## config.mk

```make
export PLATFORM = sky130hd
export DESIGN_NAME = uart_cfg
export DESIGN_NICKNAME = d
export VERILOG_FILES = /design/src/rtl/uart_cfg.sv
export SDC_FILE = /design/constraint.sdc
export NUM_CORES = 1
export LEC_CHECK = 0
export BUFFER_PORTS_ARGS = -buffer_cell sky130_fd_sc_hd__buf_2
export CORE_MARGIN = 8
export CORE_UTILIZATION = 51
export CTS_BUF_LIST = sky130_fd_sc_hd__clkbuf_4 sky130_fd_sc_hd__clkbuf_8
export DETAILED_ROUTE_END_ITERATION = 8
export HOLD_SLACK_MARGIN = 0.08
export PLACE_DENSITY = 0.69
export SYNTH_ARGS = -nofsm -noshare
export SYNTH_HDL_FRONTEND = slang
export SYNTH_SLANG_ARGS = --single-unit
```

## constraint.sdc

```tcl
create_clock -name clk -period 8.6 [get_ports clk]
set_input_delay 1.29 -clock clk [delete_from_list [all_inputs] [get_ports clk]]
set_output_delay 1.29 -clock clk [all_outputs]
set_load 0.005 [all_outputs]
```

## src/rtl/uart_cfg.sv

```systemverilog
// Configurable UART: programmable baud divisor, optional parity, 1/2 stop bits,
// FWFT RX/TX FIFOs and sticky line-error flags.

module uart_cfg_fifo #(
   parameter int AW = 2,
   parameter int DW = 8
) (
   input  logic          clk,
   input  logic          reset,
   input  logic          i_wr,
   input  logic          i_rd,
   input  logic [DW-1:0] i_wdata,
   output logic [DW-1:0] o_rdata,
   output logic          o_empty,
   output logic          o_full
);
   localparam int DEPTH = 1 << AW;

   logic [DW-1:0] r_mem [DEPTH];
   logic [AW-1:0] r_wp, r_rp;
   logic [AW:0]   r_cnt;
   logic          w_push, w_pop;

   assign o_empty = (r_cnt == '0);
   assign o_full  = r_cnt[AW];
   // a pop in the same cycle frees the slot, so a full FIFO still accepts the write
   assign w_push  = i_wr && (!o_full || i_rd);
   assign w_pop   = i_rd && !o_empty;
   assign o_rdata = r_mem[r_rp];

   always_ff @(posedge clk or posedge reset) begin
      if (reset) begin
         r_wp  <= '0;
         r_rp  <= '0;
         r_cnt <= '0;
      end else begin
         if (w_push) r_wp <= r_wp + 1'b1;
         if (w_pop)  r_rp <= r_rp + 1'b1;
         case ({w_push, w_pop})
            2'b10:   r_cnt <= r_cnt + 1'b1;
            2'b01:   r_cnt <= r_cnt - 1'b1;
            default: r_cnt <= r_cnt;
         endcase
      end
   end

   always_ff @(posedge clk) begin
      if (w_push) r_mem[r_wp] <= i_wdata;
   end
endmodule

module uart_cfg #(
   parameter int DBIT   = 8,
   parameter int FIFO_W = 2,
   parameter int DIV_W  = 16
) (
   input  logic             clk,
   input  logic             reset,
   input  logic [DIV_W-1:0] divisor,
   input  logic             parity_en,
   input  logic             parity_odd,
   input  logic             stop2,
   input  logic             rd_uart,
   input  logic             wr_uart,
   input  logic [DBIT-1:0]  w_data,
   input  logic             rx,
   output logic [DBIT-1:0]  r_data,
   output logic             rx_empty,
   output logic             rx_full,
   output logic             tx_full,
   output logic             tx_empty,
   output logic             tx,
   output logic             frame_err,
   output logic             parity_err,
   output logic             overrun,
   input  logic             clr_err
);
   localparam int NW = (DBIT > 1) ? $clog2(DBIT) : 1;

   typedef enum logic [2:0] {ST_IDLE, ST_START, ST_DATA, ST_PAR, ST_STOP} st_t;

   // baud generator: divisor is captured on reload so a mid-period change never shortens a tick
   logic [DIV_W-1:0] r_cnt, r_div;
   logic             w_tick;

   assign w_tick = (r_cnt == r_div);

   always_ff @(posedge clk or posedge reset) begin
      if (reset) begin
         r_cnt <= '0;
         r_div <= '0;
      end else if (w_tick) begin
         r_cnt <= '0;
         r_div <= divisor;
      end else begin
         r_cnt <= r_cnt + 1'b1;
      end
   end

   logic r_rx_s1, r_rx_s2;

   always_ff @(posedge clk or posedge reset) begin
      if (reset) begin
         r_rx_s1 <= 1'b1;
         r_rx_s2 <= 1'b1;
      end else begin
         r_rx_s1 <= rx;
         r_rx_s2 <= r_rx_s1;
      end
   end

   st_t             r_rx_st;
   logic [3:0]      r_rx_s;
   logic [NW-1:0]   r_rx_n;
   logic [DBIT-1:0] r_rx_sh;
   logic            r_rx_pbit, r_rx_pen, r_rx_podd;
   logic            w_rx_eval, w_pbad, w_ferr, w_perr, w_rx_good, w_rx_push, w_ovr;
   logic            w_rxf_full;

   // stop-bit sample: the single point where a frame is judged
   assign w_rx_eval = (r_rx_st == ST_STOP) && w_tick && (r_rx_s == 4'd15);
   assign w_pbad    = r_rx_pen && (r_rx_pbit != ((^r_rx_sh) ^ r_rx_podd));
   assign w_ferr    = w_rx_eval && !r_rx_s2;
   assign w_perr    = w_rx_eval && w_pbad;
   assign w_rx_good = w_rx_eval && r_rx_s2 && !w_pbad;
   assign w_rx_push = w_rx_good && !w_rxf_full;
   assign w_ovr     = w_rx_good && w_rxf_full;

   always_ff @(posedge clk or posedge reset) begin
      if (reset) begin
         r_rx_st   <= ST_IDLE;
         r_rx_s    <= '0;
         r_rx_n    <= '0;
         r_rx_sh   <= '0;
         r_rx_pbit <= 1'b0;
         r_rx_pen  <= 1'b0;
         r_rx_podd <= 1'b0;
      end else begin
         case (r_rx_st)
            ST_IDLE: if (!r_rx_s2) begin
               r_rx_st   <= ST_START;
               r_rx_s    <= '0;
               r_rx_pen  <= parity_en;
               r_rx_podd <= parity_odd;
            end
            ST_START: if (w_tick) begin
               if (r_rx_s == 4'd7) begin
                  r_rx_st <= r_rx_s2 ? ST_IDLE : ST_DATA;
                  r_rx_s  <= '0;
                  r_rx_n  <= '0;
               end else begin
                  r_rx_s <= r_rx_s + 4'd1;
               end
            end
            ST_DATA: if (w_tick) begin
               if (r_rx_s == 4'd15) begin
                  r_rx_s  <= '0;
                  r_rx_sh <= {r_rx_s2, r_rx_sh[DBIT-1:1]};
                  if (r_rx_n == NW'(DBIT-1)) r_rx_st <= r_rx_pen ? ST_PAR : ST_STOP;
                  else                       r_rx_n  <= r_rx_n + 1'b1;
               end else begin
                  r_rx_s <= r_rx_s + 4'd1;
               end
            end
            ST_PAR: if (w_tick) begin
               if (r_rx_s == 4'd15) begin
                  r_rx_s    <= '0;
                  r_rx_pbit <= r_rx_s2;
                  r_rx_st   <= ST_STOP;
               end else begin
                  r_rx_s <= r_rx_s + 4'd1;
               end
            end
            ST_STOP: if (w_tick) begin
               if (r_rx_s == 4'd15) r_rx_st <= ST_IDLE;
               else                 r_rx_s  <= r_rx_s + 4'd1;
            end
            default: r_rx_st <= ST_IDLE;
         endcase
      end
   end

   logic r_ferr, r_perr, r_ovr;

   always_ff @(posedge clk or posedge reset) begin
      if (reset) begin
         r_ferr <= 1'b0;
         r_perr <= 1'b0;
         r_ovr  <= 1'b0;
      end else begin
         if (w_ferr)       r_ferr <= 1'b1;
         else if (clr_err) r_ferr <= 1'b0;
         if (w_perr)       r_perr <= 1'b1;
         else if (clr_err) r_perr <= 1'b0;
         if (w_ovr)        r_ovr  <= 1'b1;
         else if (clr_err) r_ovr  <= 1'b0;
      end
   end

   uart_cfg_fifo #(.AW(FIFO_W), .DW(DBIT)) u_rxf (
      .clk     (clk),
      .reset   (reset),
      .i_wr    (w_rx_push),
      .i_rd    (rd_uart),
      .i_wdata (r_rx_sh),
      .o_rdata (r_data),
      .o_empty (rx_empty),
      .o_full  (w_rxf_full)
   );

   st_t             r_tx_st;
   logic [4:0]      r_tx_s;
   logic [NW-1:0]   r_tx_n;
   logic [DBIT-1:0] r_tx_sh;
   logic            r_tx_pbit, r_tx_pen, r_tx_stop2, r_tx;
   logic [DBIT-1:0] w_txf_dout;
   logic            w_txf_empty, w_tx_pop;

   assign w_tx_pop = (r_tx_st == ST_IDLE) && w_tick && !w_txf_empty;

   always_ff @(posedge clk or posedge reset) begin
      if (reset) begin
         r_tx_st    <= ST_IDLE;
         r_tx_s     <= '0;
         r_tx_n     <= '0;
         r_tx_sh    <= '0;
         r_tx_pbit  <= 1'b0;
         r_tx_pen   <= 1'b0;
         r_tx_stop2 <= 1'b0;
         r_tx       <= 1'b1;
      end else begin
         case (r_tx_st)
            ST_IDLE: if (w_tx_pop) begin
               r_tx_st    <= ST_START;
               r_tx_s     <= '0;
               r_tx_sh    <= w_txf_dout;
               r_tx_pbit  <= (^w_txf_dout) ^ parity_odd;
               r_tx_pen   <= parity_en;
               r_tx_stop2 <= stop2;
               r_tx       <= 1'b0;
            end
            ST_START: if (w_tick) begin
               if (r_tx_s == 5'd15) begin
                  r_tx_st <= ST_DATA;
                  r_tx_s  <= '0;
                  r_tx_n  <= '0;
                  r_tx    <= r_tx_sh[0];
               end else begin
                  r_tx_s <= r_tx_s + 5'd1;
               end
            end
            ST_DATA: if (w_tick) begin
               if (r_tx_s == 5'd15) begin
                  r_tx_s <= '0;
                  if (r_tx_n == NW'(DBIT-1)) begin
                     r_tx_st <= r_tx_pen ? ST_PAR : ST_STOP;
                     r_tx    <= r_tx_pen ? r_tx_pbit : 1'b1;
                  end else begin
                     r_tx_n  <= r_tx_n + 1'b1;
                     r_tx_sh <= r_tx_sh >> 1;
                     r_tx    <= r_tx_sh[1];
                  end
               end else begin
                  r_tx_s <= r_tx_s + 5'd1;
               end
            end
            ST_PAR: if (w_tick) begin
               if (r_tx_s == 5'd15) begin
                  r_tx_st <= ST_STOP;
                  r_tx_s  <= '0;
                  r_tx    <= 1'b1;
               end else begin
                  r_tx_s <= r_tx_s + 5'd1;
               end
            end
            ST_STOP: if (w_tick) begin
               if (r_tx_s == (r_tx_stop2 ? 5'd31 : 5'd15)) r_tx_st <= ST_IDLE;
               else                                        r_tx_s  <= r_tx_s + 5'd1;
            end
            default: r_tx_st <= ST_IDLE;
         endcase
      end
   end

   uart_cfg_fifo #(.AW(FIFO_W), .DW(DBIT)) u_txf (
      .clk     (clk),
      .reset   (reset),
      .i_wr    (wr_uart),
      .i_rd    (w_tx_pop),
      .i_wdata (w_data),
      .o_rdata (w_txf_dout),
      .o_empty (w_txf_empty),
      .o_full  (tx_full)
   );

   assign tx         = r_tx;
   assign tx_empty   = w_txf_empty && (r_tx_st == ST_IDLE);
   assign rx_full    = w_rxf_full;
   assign frame_err  = r_ferr;
   assign parity_err = r_perr;
   assign overrun    = r_ovr;
endmodule
```

==> Word-level counts from Yosys, hierarchy flattened <==
Memory sizes are Yosys's and may differ from the RTL's.
Index checks and enable logic that the tools add are counted.
{ "totals": {"ff_bits": 95, "mem_bits_rw": 64, "in_bits": 33, "word_cells": 225, "n_memories": 2} }
{ "memory_table": {"columns": ["name", "words", "word_bits", "read_ports", "rd_ports_with_merged_regs", "wr", "line_no", "source"], "rows": [
  ["u_rxf.r_mem", 4, 8, 1, 0, 1, "19", "logic [DW-1:0] r_mem [DEPTH];"],
  ["u_txf.r_mem", 4, 8, 1, 0, 1, "19", null]
]} }
{ "classes": {"add_sub_neg": 13, "eq_ne": 46, "muxes": 78, "bitwise": 3, "reduce_logical": 55} }
{ "op_table": {"columns": ["operator", "n"], "rows": [
  ["$mux 3", 32],
  ["$ne 2x2->1 const B", 22],
  ["$mux 8", 4],
  ["$mux 5", 6],
  ["$pmux 3 s5", 2],
  ["$mux 4", 7],
  ["$pmux 3 s2", 4],
  ["$reduce_and 10->1", 2],
  ["$reduce_and 6->1", 3],
  ["$mux 1", 17],
  ["$add 16x1->16 const B", 1],
  ["$eq 16x16->1", 1],
  ["$logic_and 1x1->1", 16],
  ["$mux 16", 1],
  ["$pmux 4 s4", 1],
  ["$pmux 8 s2", 1],
  ["$reduce_bool 2->1", 8],
  ["$reduce_xor 8->1", 2],
  ["$pmux 5 s3", 1],
  ["$add 3x1->3 const B", 4],
  ["$eq 3x2->1 const B", 4],
  ["$eq 3x3->1 const B", 4],
  ["$logic_not 3->1", 4],
  ["$reduce_and 5->1", 2],
  ["other kinds (26)", 46]
]} }

==> Depth between registers and ports, before layout <==
Gate-level depths: netlist of run 1.
{ "depth": {"word_depth": 10, "mapped_depth": 13, "depth_no_buf": 12} }

==> Modules after synthesis <==
A second synthesis of run 1 with hierarchy kept.
{ "unflattened": {"hier_cells": 585, "area_unflattened_um2": 7500.9} }
{ "modules_own_cells": {"columns": ["module", "n_inst", "cells_each", "area_per_inst_um2", "seq_area_each_um2"], "rows": [
  ["uart_cfg", 1, 425, 4320.4, 2030.7],
  ["uart_cfg_fifo", 2, 80, 1590.3, 1136.1]
]} }

==> Worst setup path before layout of run 1 <==
OpenSTA, ideal clock, no wires.
{ "synth_timing": {"path_type": "reg-to-output", "start": "register u_rxf.r_rp[0]", "end": "output r_data[0]", "t_arrival_ns": 1.360, "required_time_ns": 7.310, "path_slack_ns": 5.950, "path_stages_with_launch": 3, "n_path_buf": 1, "path_cell_list": "dfrtp_1 clkbuf_1 mux4_2"} }
{ "synth_between": {"elab_chain_cells": 1} }
{ "synth_rtl": {"columns": ["item", "line_no", "source"], "rows": [
  ["start: declaration", "20", "logic [AW-1:0] r_wp, r_rp;"],
  ["start signal: assignment", "38", "if (w_pop) r_rp <= r_rp + 1'b1;"],
  ["$mem_v2 4x8", null, null],
  ["end: declaration", "67", "output logic [DBIT-1:0] r_data,"]
]} }
No other way between the ends.

==> Worst setup path after layout of run 1 <==
{ "layout_timing": {"start": "register u_rxf.r_rp[0]", "end": "output r_data[4]"} }
Same word-level chain as after synthesis.

==> results.txt, run 1 <==
- Entering global routing, the biggest net connects 52 pins.
- Setup violations remaining at the end of the flow were counted as 0.
- Count of final hold-check violations: 0
- The worst pin sits at a relative slew slack of 0.341.
- Each instance of the synthesized netlist takes up on average 13.3 um^2.
* TritonCTS Buffers: 17
- The detail route stage leaves a number of antenna-violating nets equal to 0.
- After global routing the overflow that remains totals 0.
- PwrDens: 199 nW/um^2
* Clock tree from TritonCTS: yes
- Final net count: 660
- Root cell of the clock tree: clkbuf_8
* # Max-Cap Violations: 0
- Compound-gate portion of the synthesized area: 0.0526
- At the pin with the least slew margin, the transition time is 0.986 ns.
- The flow ran to the end, and the final reports show no timing, DRC or antenna violations.
- Subtracting the final worst setup slack from the clock period gives 3.17 ns.
- The synthesized design contains 64 enable-type register cells.
- Using the TritonRoute via totals, the vias-per-cell ratio works out to 5.33.
* Largest stage delay on the critical path: 0.71 ns
- The layout has 1169 filler cells.
- Antenna violations before repair: 0
- The worst setup path is launched from a register.
- Sorting the synthesized cells by area gives the leading types as dfrtp_1 31%, edfxtp_1 26%, xnor2_1 5.3%, mux4_2 4.9%, mux2_2 4.4%.
* DR vias: 4281
* Biggest fanout along the worst timing path: 10
* Initial standard-cell utilization of the core: 0.515
* Vias in the first global route: 4345
* Ordered cell list for the critical path: mux4_2 -> buf_2
- Detail-routed net length per standard cell: 15.6 um
- In this run the number of H-tree levels came out at 4.
- The number of hold buffers added after CTS was 0.
- Clock skew on the completed layout was measured at 0.0127 ns.
* Post-CTS setup buffers: 0
* Share of the yosys chip area belonging to registers: 0.584
- Peak Freq: 316 MHz
- For this block, the initial DRC count from the detailed router was 270.
- Highest ir drop seen on vdd: 0.220 mV
* Main combinational cell family by area after synthesis: multiplexers
* Class of the worst hold path: reg2reg
- The floorplan step set the die width to 136 um.
- For the worst-skew pair, the clock arrives at the later sink with an insertion delay of 0.44 ns.
- Number of diodes: 0
- Setup repair after global routing left no endpoint under its margin.
- Port-buffer cells: 48
- After clock tree synthesis, the repair step resized 0 gates.
- Xor/xnor cell area share of the yosys netlist: 0.0743
- Setup TNS: 0 ns
* Final weighted congestion in routability-driven placement: 0.809
- In this run, synthesis produced a sequential element count of 159.
- Data arrives at the worst endpoint at 1.88 ns.
* Async set or reset register ratio after synthesis: 0.597
* Synth-to-layout area growth: 10.1%
- Period Utilization, post-route: 0.368
- After clock tree synthesis, the clock-pin slew on the worst setup and hold paths is 0.09 ns.
- The share of synthesized area in the top cell type comes to 0.312.
- Tot GR Track Use: 0.142
* Cell area after technology mapping: 7370 um^2
* Routed WL: 12500 um
* Critical path endpoint category: output port
- Dominant register cell in the synthesized netlist: dfrtp_1
* Max clock buf depth: 2
* TritonCTS sink count: 159
- Highest-delay cell along the critical path: dfrtp_1
- DRT Pass-1 Iters: 5
* Design Power: 0.00161 W
- Synth cell count leaders: 92 x dfrtp_1, 64 x edfxtp_1, 45 x xnor2_1, 36 x nor2_1, 32 x nand2_1
* Synthesized-area fraction occupied by adder cells: 0.0377
* I/O pin count: 49
* Most frequent cell after synthesis: dfrtp_1
- Yosys warning total: 0
- The floorplan has 44 rows.
- In the routed design, unresolved DRC markers number 0.
* Total leakage power: 3.16 nW
- Of the post-synthesis cell area, the part taken by muxes is 0.115.
- Layout cells sized above 1: 0.226
- Die H: 136 um
- The first global-routing pass estimated 20800 um of wire.
- Core Footprint: 14300 um^2
* Post-Synthesis Net Count: 609
- The cell count after synthesis came out at 555.
- Critical path class: reg2out
- Die area: 18600 um^2
* Number of distinct library cell variants in the gate-level netlist after synthesis: 62
* Hpwl dp: 8940 um
* Final-layout worst hold slack: 0.358 ns
* Max-slew violations: 0
- dfrtp_1 takes more of the synthesized area than any other cell.
* Data required time of the critical path: 7.31 ns
- Of the total synthesized cell area, the portion taken by AND, OR, NAND and NOR gates is 0.106.
## final timing paths
kind                                            from                          to  slack [ns]  cells past startpoint
max in group asynchronous                      reset      r_tx_stop2$_DFFE_PP0P_        6.66                      3
min in group asynchronous                      reset        r_div[8]$_DFFE_PP0N_        0.92                      2
min reg2reg                        r_rx_s1$_DFF_PP1_           r_rx_s2$_DFF_PP1_        0.36                      0
min                                r_rx_s1$_DFF_PP1_           r_rx_s2$_DFF_PP1_        0.36                      0
max reg2reg                      r_cnt[13]$_DFF_PP0_  u_txf.r_cnt[2]$_DFFE_PP0P_        5.69                     12
max                        u_rxf.r_rp[0]$_DFFE_PP0P_                   r_data[4]        5.43                      2
## area by class of cell
type	instances	area, um^2	share of cell area
Clock buffer	18	241	0.0298
Sequential cell	159	4300	0.530
Timing Repair Buffer	51	263	0.0324
Clock inverter	14	110	0.0136
Inverter	31	119	0.0146
Tap cell	184	230	0.0284
Multi-Input combinational cell	346	2850	0.351
## through the flow
stage               std cells  setup slack (ns)  instance area [um^2]   util
floorplan                 555              4.84                  7370      -
global placement          771              5.83                  7760  0.542
finish                    803              5.43                  8120  0.567
global route              803              5.31                  8120  0.567
detailed placement        771              5.69                  7760  0.542
CTS                       803              5.37                  8120  0.567
## per-layer routing
metal | vias up | global-route usage | wire [um]
met1 | 2094 | 0.173 | 5520
li1 | 2080 | - | -
met3 | 11 | 0.0440 | 680
met4 | 0 | 0.0476 | 130
met5 | - | 0 | 0
met2 | 96 | 0.235 | 6180
## placed cells by master (no fill, tap or decap), types with 2 or more instances in the layout
cell,Yosys,layout
a211oi_1,2,2
a21o_1,3,3
a21oi_1,16,16
a32o_1,2,2
and2_1,12,12
and3_1,2,2
buf_2,5,48
buf_4,3,3
clkbuf_8,0,17
clkinv_1,0,2
clkinv_4,0,3
clkinvlp_4,0,3
dfrtp_1,92,92
dfstp_2,3,3
edfxtp_1,64,64
fa_1,2,2
ha_1,19,19
inv_1,31,30
inv_6,0,3
inv_8,0,2
mux2_1,3,3
mux2_2,29,29
mux2i_1,13,13
mux4_2,16,16
nand2_1,32,32
nand2b_1,4,4
nand3_1,12,12
nand4_1,9,9
nor2_1,36,36
nor2b_1,11,11
nor3_1,10,10
nor3b_1,2,2
nor4_1,2,2
nor4b_4,2,2
o21ai_0,16,16
o22ai_1,3,3
o31ai_1,3,3
xnor2_1,45,45
xor2_1,15,15
## state kept, by name, summed over array words and instances, names as in the netlist, 4 cells and up
signal and cells:
r_div 16, u_rxf.r_mem 32, r_cnt 16, r_rx_sh 8, r_tx_sh 8, r_tx_s 5, u_txf.r_mem 32, r_rx_s 4
## cells by family (layout without fill, tap and decap cells)
kind of cell,after synthesis,count (layout)
compound gates,59,59
fa+ha+maj,21,21
mux,61,61
buf+inv,50,114
simple gates,144,144
xor+xnor,61,61
flops,159,159
## worst max-delay path, delay by kind of cell, from the launching register on
family                 cells  cell delay [ns]
DFF                        1             0.71
muxes                      1             0.58
buffers and inverters      1             0.14
## report_power, final
| group | total (W) | internal [W] | leakage (nW) | switching, W |
|---|---|---|---|---|
| clock | 0.000491 | 0.000208 | 0.172 | 0.000283 |
| combinational | 0.000209 | 0.000107 | 1.27 | 0.000102 |
| sequential | 0.000914 | 0.000852 | 1.72 | 0.0000628 |
Power figures use the tool's default switching activity.
==> inputs of run 2 (changes only) <==
==> constraint.sdc (replaced) <==
create_clock -name clk -period 2.95 [get_ports clk]
set_input_delay 0.4425 -clock clk [delete_from_list [all_inputs] [get_ports clk]]
set_output_delay 0.4425 -clock clk [all_outputs]
set_load 0.005 [all_outputs]
==> results.txt, run 2 (synthesis gave the netlist of run 1 again) <==
- Setup repair after global routing left no endpoint under its margin.
- Layer with the highest usage after global routing: met2
* Period minus WS final: 2.75 ns
- Final setup vio count: 0
- Initial DRC count: 279
* Remaining number of nets flagged by the antenna check after routing: 0
* Antenna violations before repair: 0
- Number of diodes: 0
* Initial standard-cell utilization of the core: 0.515
- VDD sags by at most 0.388 mV.
- Routed WL: 13000 um
- Ratio of routed vias to standard cells: 5.38
- Clock latency on the worst-skew pair: 0.45 ns
- Synth-to-layout area growth: 12.8%
* Die area: 18600 um^2
- In this run the power density over the cells is 610 nW/um^2.
- Clock skew on the completed layout was measured at 0.0104 ns.
* Hpwl dp: 9220 um
- Final net count: 671
- In this run the vertical extent of the chip is 136 um.
* DR vias: 4382
- H-tree level count: 4
* GRT met1 Usage: 0.194
- After detailed placement, the total cell area comes to 7840 um^2.
* Area of all placed cells without fillers: 8320 um^2
- Slew of the pin with the lowest slew margin: 0.603 ns
- Count of final hold-check violations: 0
* Detail-routed net length per standard cell: 16.0 um
- Data on the critical path is required at its endpoint by 3.32 ns.
- In the final layout, the share of cells above drive strength 1 is 0.241.
- Data arrival, critical path: 3.13 ns
- In this run the worst path has a maximum fanout of 5.
* Final weighted congestion in routability-driven placement: 0.813
- Register cell area after layout: 4300 um^2
- Met2 global-route usage: 0.248
- Run status: completed
- Counting instances, the worst hold path has a depth of 3.
* Area of combinational cells with multiple inputs: 2850 um^2
- Max-slew violations: 0
- After filler insertion, the fill cell instance count of the layout stands at 1164.
* Max clock buf depth: 2
- The worst setup path is launched from a register.
* Vias in the first global route: 4614
- After global routing the overflow that remains totals 0.
- Pin placement for this block handled 49 I/O pins.
* DRT Pass-1 Iters: 4
- The first global-routing pass estimated 22400 um of wire.
* Critical path endpoint category: register
- Counting cells, the worst reg-to-reg path comes to 11.
* Regs by FF count: u_rxf.r_mem: 32 flops, u_txf.r_mem: 32 flops
- In the layout the commonest cells are 92 x dfrtp_1, 64 x edfxtp_1, 48 x buf_2.
- Maximum number of pins on one net before global-route repair: 52
* Port-buffer cells: 48
- TritonCTS Buffers: 17
* Number of remaining DRC errors: 0
- Tot GR Track Use: 0.153
* Peak Freq: 363 MHz
* Worst rel slew slack: 0.598
* Clock tree from TritonCTS: yes
- Critical path class: reg2reg
- Most common cell after layout, fill and taps aside: dfrtp_1
- Clock tree synthesis found a total of 159 sinks.
- Met3 demand-to-capacity share in global routing: 0.0344
- # Max-Cap Violations: 0
- Clock-pin slew was measured on the worst setup and hold paths at 0.08 ns.
- Class of the worst hold path: in2reg
- Die span in x: 136 um
- In the finished design, the share of the clock period the worst path needs comes to 0.933.
- In the final timing run, aggregate negative setup slack is 0 ns.
* Core Footprint: 14300 um^2
* # rows: 44
* Root cell of the clock tree: clkbuf_8
* Total leakage power: 3.27 nW
[run 2: cell count changes in the layout (fill, tap and decap cells not counted), moves of 2 or more]
cell           previous run  this run
clkbuf_4                  1         3
clkinvlp_4                3         1
dlygate4sd3_1             0         2
clkinv_1                  2         0
buf_4                     3        11
inv_8                     2         0
bufinv_16                 0         4
[run 2: final timing paths]
kind                                    startpoint                          to  slack (ns)
worst max-delay path            r_cnt[3]$_DFF_PP0_  u_txf.r_cnt[2]$_DFFE_PP0P_        0.20
worst min-delay path                         stop2      r_tx_stop2$_DFFE_PP0P_        0.19
worst max register to register  r_cnt[3]$_DFF_PP0_  u_txf.r_cnt[2]$_DFFE_PP0P_        0.20
worst min register to register   r_rx_s1$_DFF_PP1_           r_rx_s2$_DFF_PP1_        0.36
max in group asynchronous                    reset              tx$_DFFE_PP1P_        1.61
min in group asynchronous                    reset         r_cnt[14]$_DFF_PP0_        0.61
[run 2: final cells by class]
| type | count | share of cell area |
|---|---|---|
| repair buffers | 62 | 0.0436 |
| clock buffers | 21 | 0.0325 |
| clock inverters | 11 | 0.0217 |
| flip-flops and latches | 159 | 0.517 |
| well taps | 184 | 0.0277 |
| inverters | 31 | 0.0143 |
| multi-input cells | 346 | 0.343 |
[run 2: what timing repair did]
item / in CTS / in global routing
buffers inserted: 1 / 0
endpoints found under the setup margin: 1 / 2
hold endpoints to repair: 43 / 0
hold buffers: 2 / 0
resized for setup: 0 / 2
pin swaps: 1 / 1
gates cloned: 0 / 0
[run 2: critical path: stages (launching register included)]
cell and delay (ns):
dfrtp_1 0.45, xnor2_1 0.17, nand4_1 0.17, nor4_4 0.43, nand2_1 0.22, inv_1 0.19
ha_1 0.21, inv_1 0.06, fa_1 0.37, xor2_1 0.15, nor2_1 0.11, xor2_1 0.16
[run 2: per-layer routing]
metal	wire [um]	part of all wire
met3	454	0.035
met1	5940	0.46
met2	6370	0.49
met4	238	0.018
met5	0	0
[run 2: where the power goes]
part           total [W]  leakage, nW  switching (W)  internal (W)
Clock            0.00178        0.226       0.000797      0.000987
Combinational   0.000625         1.33       0.000308      0.000317
Sequential       0.00267         1.72       0.000186       0.00248
Total            0.00508         3.27        0.00129       0.00379
[run 2: metrics by stage]
stage,cells,setup slack (ns),power [W],hold WS (ns),util
after floorplan,555,0.0354,0.00315,0.345,-
after global placement,779,0.133,0.00331,0.348,0.547
after detailed placement,779,0.0144,0.00335,0.349,0.547
after CTS,814,0.0785,0.00514,0.160,0.581
after global routing,814,0.00925,0.00533,0.174,0.581
final,814,0.198,0.00508,0.189,0.581
==> inputs of run 3 (changes only) <==
--- a/config.mk
+++ b/config.mk
@@ -12,6 +12,8 @@
 export DETAILED_ROUTE_END_ITERATION = 8
 export HOLD_SLACK_MARGIN = 0.08
 export PLACE_DENSITY = 0.69
+export SKIP_LAST_GASP = 1
 export SYNTH_ARGS = -nofsm -noshare
 export SYNTH_HDL_FRONTEND = slang
+export SYNTH_HIERARCHICAL = 1
 export SYNTH_SLANG_ARGS = --single-unit
==> results.txt, run 3 <==
- In the final layout, the share of cells above drive strength 1 is 0.293.
- TritonCTS sink count: 159
* Synth cell count leaders: 92 x dfrtp_1, 70 x nand2_1, 64 x edfxtp_1, 33 x mux2_2, 33 x nor2_1
* First-pass GRT wire length: 23100 um
* Detail-routed net length per standard cell: 16.1 um
* Port-buffer cells: 48
- Hpwl dp: 9800 um
- Antenna violations before repair: 0
- Class of the worst hold path: in2reg
- Clock tree from TritonCTS: yes
- In the post-synthesis netlist, the biggest area contributors are dfrtp_1 31%, edfxtp_1 26%, mux2_2 5.0%, mux4_2 4.8%, nand2_1 3.5%.
- Synthesized-area fraction occupied by adder cells: 0.0370
* Slew of the pin with the lowest slew margin: 0.762 ns
- In this run the clock root is driven by a clkbuf_8.
* Ratio of routed vias to standard cells: 5.38
- Initial standard-cell utilization of the core: 0.518
- The share of the synthesized area in compound gates (AO/OA/AOI/OAI) was 0.0509.
- On the worst path, the slowest cell contributes a delay of 0.41 ns.
- Async set or reset register ratio after synthesis: 0.597
- Area after DPL: 8020 um^2
- At the end of routability-driven placement, the weighted congestion stood at 0.793.
- Synthesis produced 585 cells.
- Worst-case clock skew: 0.00937 ns
* PwrDens: 496 nW/um^2
* Clock slew seen by the registers of the worst setup and hold paths: 0.09 ns
- DR vias: 4630
- Count of final hold-check violations: 0
* Highest ir drop seen on vdd: 0.584 mV
- Core Footprint: 14500 um^2
* Total leakage power: 3.70 nW
* Data required time of the critical path: 3.33 ns
- Reg2reg setup slack: 0.07 ns
- By instance count, the cell type seen most on the critical path is xor2_1.
- The finished layout holds 860 standard cells, fillers aside.
* Post-placement cell count: 816
* Period Utilization, post-route: 0.978
- At the worst endpoint, the arrival time is 3.26 ns.
- Synth-to-layout area growth: 14.0%
* Die area: 18800 um^2
* Sort of element at the start of the critical path: register
- Vias in the first global route: 4811
* Post-Synthesis Mean Instance Area: 12.8 um^2
* Tot GR Track Use: 0.158
- Fraction of synthesized area in multiplexers: 0.114
- Ordered cell list for the critical path: xor2_1 -> nor4_2 -> nand4_2 -> buf_8 -> nor4_4 -> o31a_2 -> ha_4 -> inv_2 -> fa_2 -> xor2_1 -> nor2_1 -> xnor2_1
- The run finished with clean final reports.
- Routed WL: 13900 um
- Counting flops and latches in the post-synthesis netlist gives 159.
- Worst path buffer plus inverter count: 2
- Dominant register cell in the synthesized netlist: dfrtp_1
* Regs by FF count: u_rxf/r_mem: 32 flops, u_txf/r_mem: 32 flops
- Counting the fill cells in the layout gives 1148.
- Yosys warning total: 6
* DRT Pass-1 Iters: 4
- The share of the Yosys chip area taken by registers is 0.574.
- # Max-Cap Violations: 0
- The mapped netlist covers 7500 um^2.
- Setup violations remaining at the end of the flow were counted as 0.
- Max clock buf depth: 2
* Top library cells by usage in the layout, fill and taps aside: 90 x dfrtp_1, 70 x nand2_1, 64 x edfxtp_1
- Die span in x: 137 um
* Post-synth EDFFs: 64
- Register cell area after layout: 4310 um^2
- Of all nets on the critical path, the largest fanout is 6.
- After synthesis, the largest family of logic cells by area is simple AND/OR/NAND/NOR gates.
- Fraction of post-synthesis cell area in the top cell type by area: 0.307
* RSZ-0062 raised after global routing: true
- The total count of max-transition violations in the final report was 0.
* Number of diodes: 0
- The later pin in the worst-skew pair is clocked with a latency of 0.46 ns.
- The largest individual stage delay along the critical path comes from the cell dfrtp_1.
- H-tree level count: 4
* Area of all placed cells without fillers: 8550 um^2
- Number of distinct library cell variants in the gate-level netlist after synthesis: 63
- In the post-synthesis netlist, the cell with the most instances is dfrtp_1.
* Peak Freq: 347 MHz
- Worst rel slew slack: 0.490
- The floorplan has 44 rows.
- After the first detailed-routing iteration, the DRC count stood at 251.
- Of the total synthesized cell area, the portion taken by XOR and XNOR cells is 0.0707.
- GRT Residual Overflow: 0
- Die H: 137 um
- Subtracting the final worst setup slack from the clock period gives 2.88 ns.
- In this run the remaining antenna-violating nets after routing total 0.
- Simple-gate share of the synthesized area: 0.123
- Summed over all instances, the cell type with the most area after synthesis is dfrtp_1.
* I/O pin count: 49
- The worst setup path is captured at a register.
* Area of combinational cells with multiple inputs: 3010 um^2
- Maximum number of pins on one net before global-route repair: 43
- The number of clock buffers added by TritonCTS is 17.
- The kind of cell with the highest combined delay along the critical path is simple AND/OR/NAND/NOR gates.
* Most common cell after layout, fill and taps aside: dfrtp_1
* Number of remaining DRC errors: 0
- The number of nets handed over by synthesis was 639.
* Critical path class: reg2reg
* Final net count: 717
- Power comes to 0.00424 W.
-- run 3: changes by cell type in the layout (fill, tap and decap cells not counted), sizes merged, moves of 4 or more --
cell	before	now
nor2	37	33
xor2	15	30
o21ai	18	12
nor4	3	7
nor2b	11	5
inv	35	40
xnor2	45	28
buf	60	76
mux2i	13	9
nand2	32	70
-- run 3: cell families (layout without fill, tap and decap cells) --
| logic type | Yosys count | count (layout) |
|---|---|---|
| simple gates | 177 | 177 |
| flops | 159 | 159 |
| mux | 60 | 60 |
| xor+xnor | 59 | 59 |
| compound gates | 55 | 55 |
| buf+inv | 54 | 145 |
| fa+ha+maj | 21 | 21 |
-- run 3: what timing repair did --
action                                 in CTS  in global routing
buffers inserted                            1                  9
gates resized for setup                     3                 10
hold buffers                                2                  0
endpoints found under the hold margin      15                  0
setup endpoints to repair                   3                  4
pin swaps                                   1                 10
-- run 3: area by class of cell --
class                   instances  share of cell area
flip-flops and latches        159               0.504
inverters                      34              0.0151
multi-input cells             372               0.351
repair buffers                 79              0.0579
clock buffers                  17              0.0274
well taps                     184              0.0269
clock inverters                15              0.0177
-- run 3: path summary, 6_finish.rpt --
kind,startpoint,to,cells after the start
setup reg to reg,r_cnt[10]$_DFF_PP0_,u_txf/r_cnt[2]$_DFFE_PP0P_,12
min in group asynchronous,reset,u_rxf/r_wp[1]$_DFFE_PP0P_,3
max in group asynchronous,reset,r_div[14]$_DFFE_PP0N_,4
hold / removal,divisor[2],r_div[2]$_DFFE_PP0N_,3
setup / recovery,r_cnt[10]$_DFF_PP0_,u_txf/r_cnt[2]$_DFFE_PP0P_,12
hold reg to reg,r_rx_s1$_DFF_PP1_,r_rx_s2$_DFF_PP1_,0
-- run 3: layer usage --
layer / vias to the layer above / part of all wire / GRT usage
li1: 2227 / - / -
met1: 2300 / 0.43 / 0.190
met2: 80 / 0.51 / 0.264
met3: 23 / 0.042 / 0.0449
met4: 0 / 0.015 / 0.0622
met5: - / 0 / 0
-- run 3: through the flow --
stage | hold WS, ns | worst slack (ns) | util | TNS (ns)
2_1_floorplan | 0.246 | 0.150 | - | 0
3_3_place_gp | 0.347 | 0.0778 | 0.554 | 0
3_5_place_dp | 0.347 | -0.00612 | 0.554 | -0.0102
4_1_cts | 0.141 | 0.0112 | 0.583 | 0
5_1_grt | 0.140 | -0.0465 | 0.591 | -0.0770
6_report | 0.170 | 0.0664 | 0.591 | 0
-- run 3: tightest hold or removal path, stage by stage --
cell and delay [ns]:
buf_2 0.07, nand2_1 0.04, nand2_1 0.04
-- run 3: power breakdown --
part	internal (W)	leakage [nW]	switching [W]
Sequential	0.00233	1.83	0.0000951
Combinational	0.000134	1.68	0.000111
Clock	0.000693	0.187	0.000877
Total	0.00316	3.70	0.00108
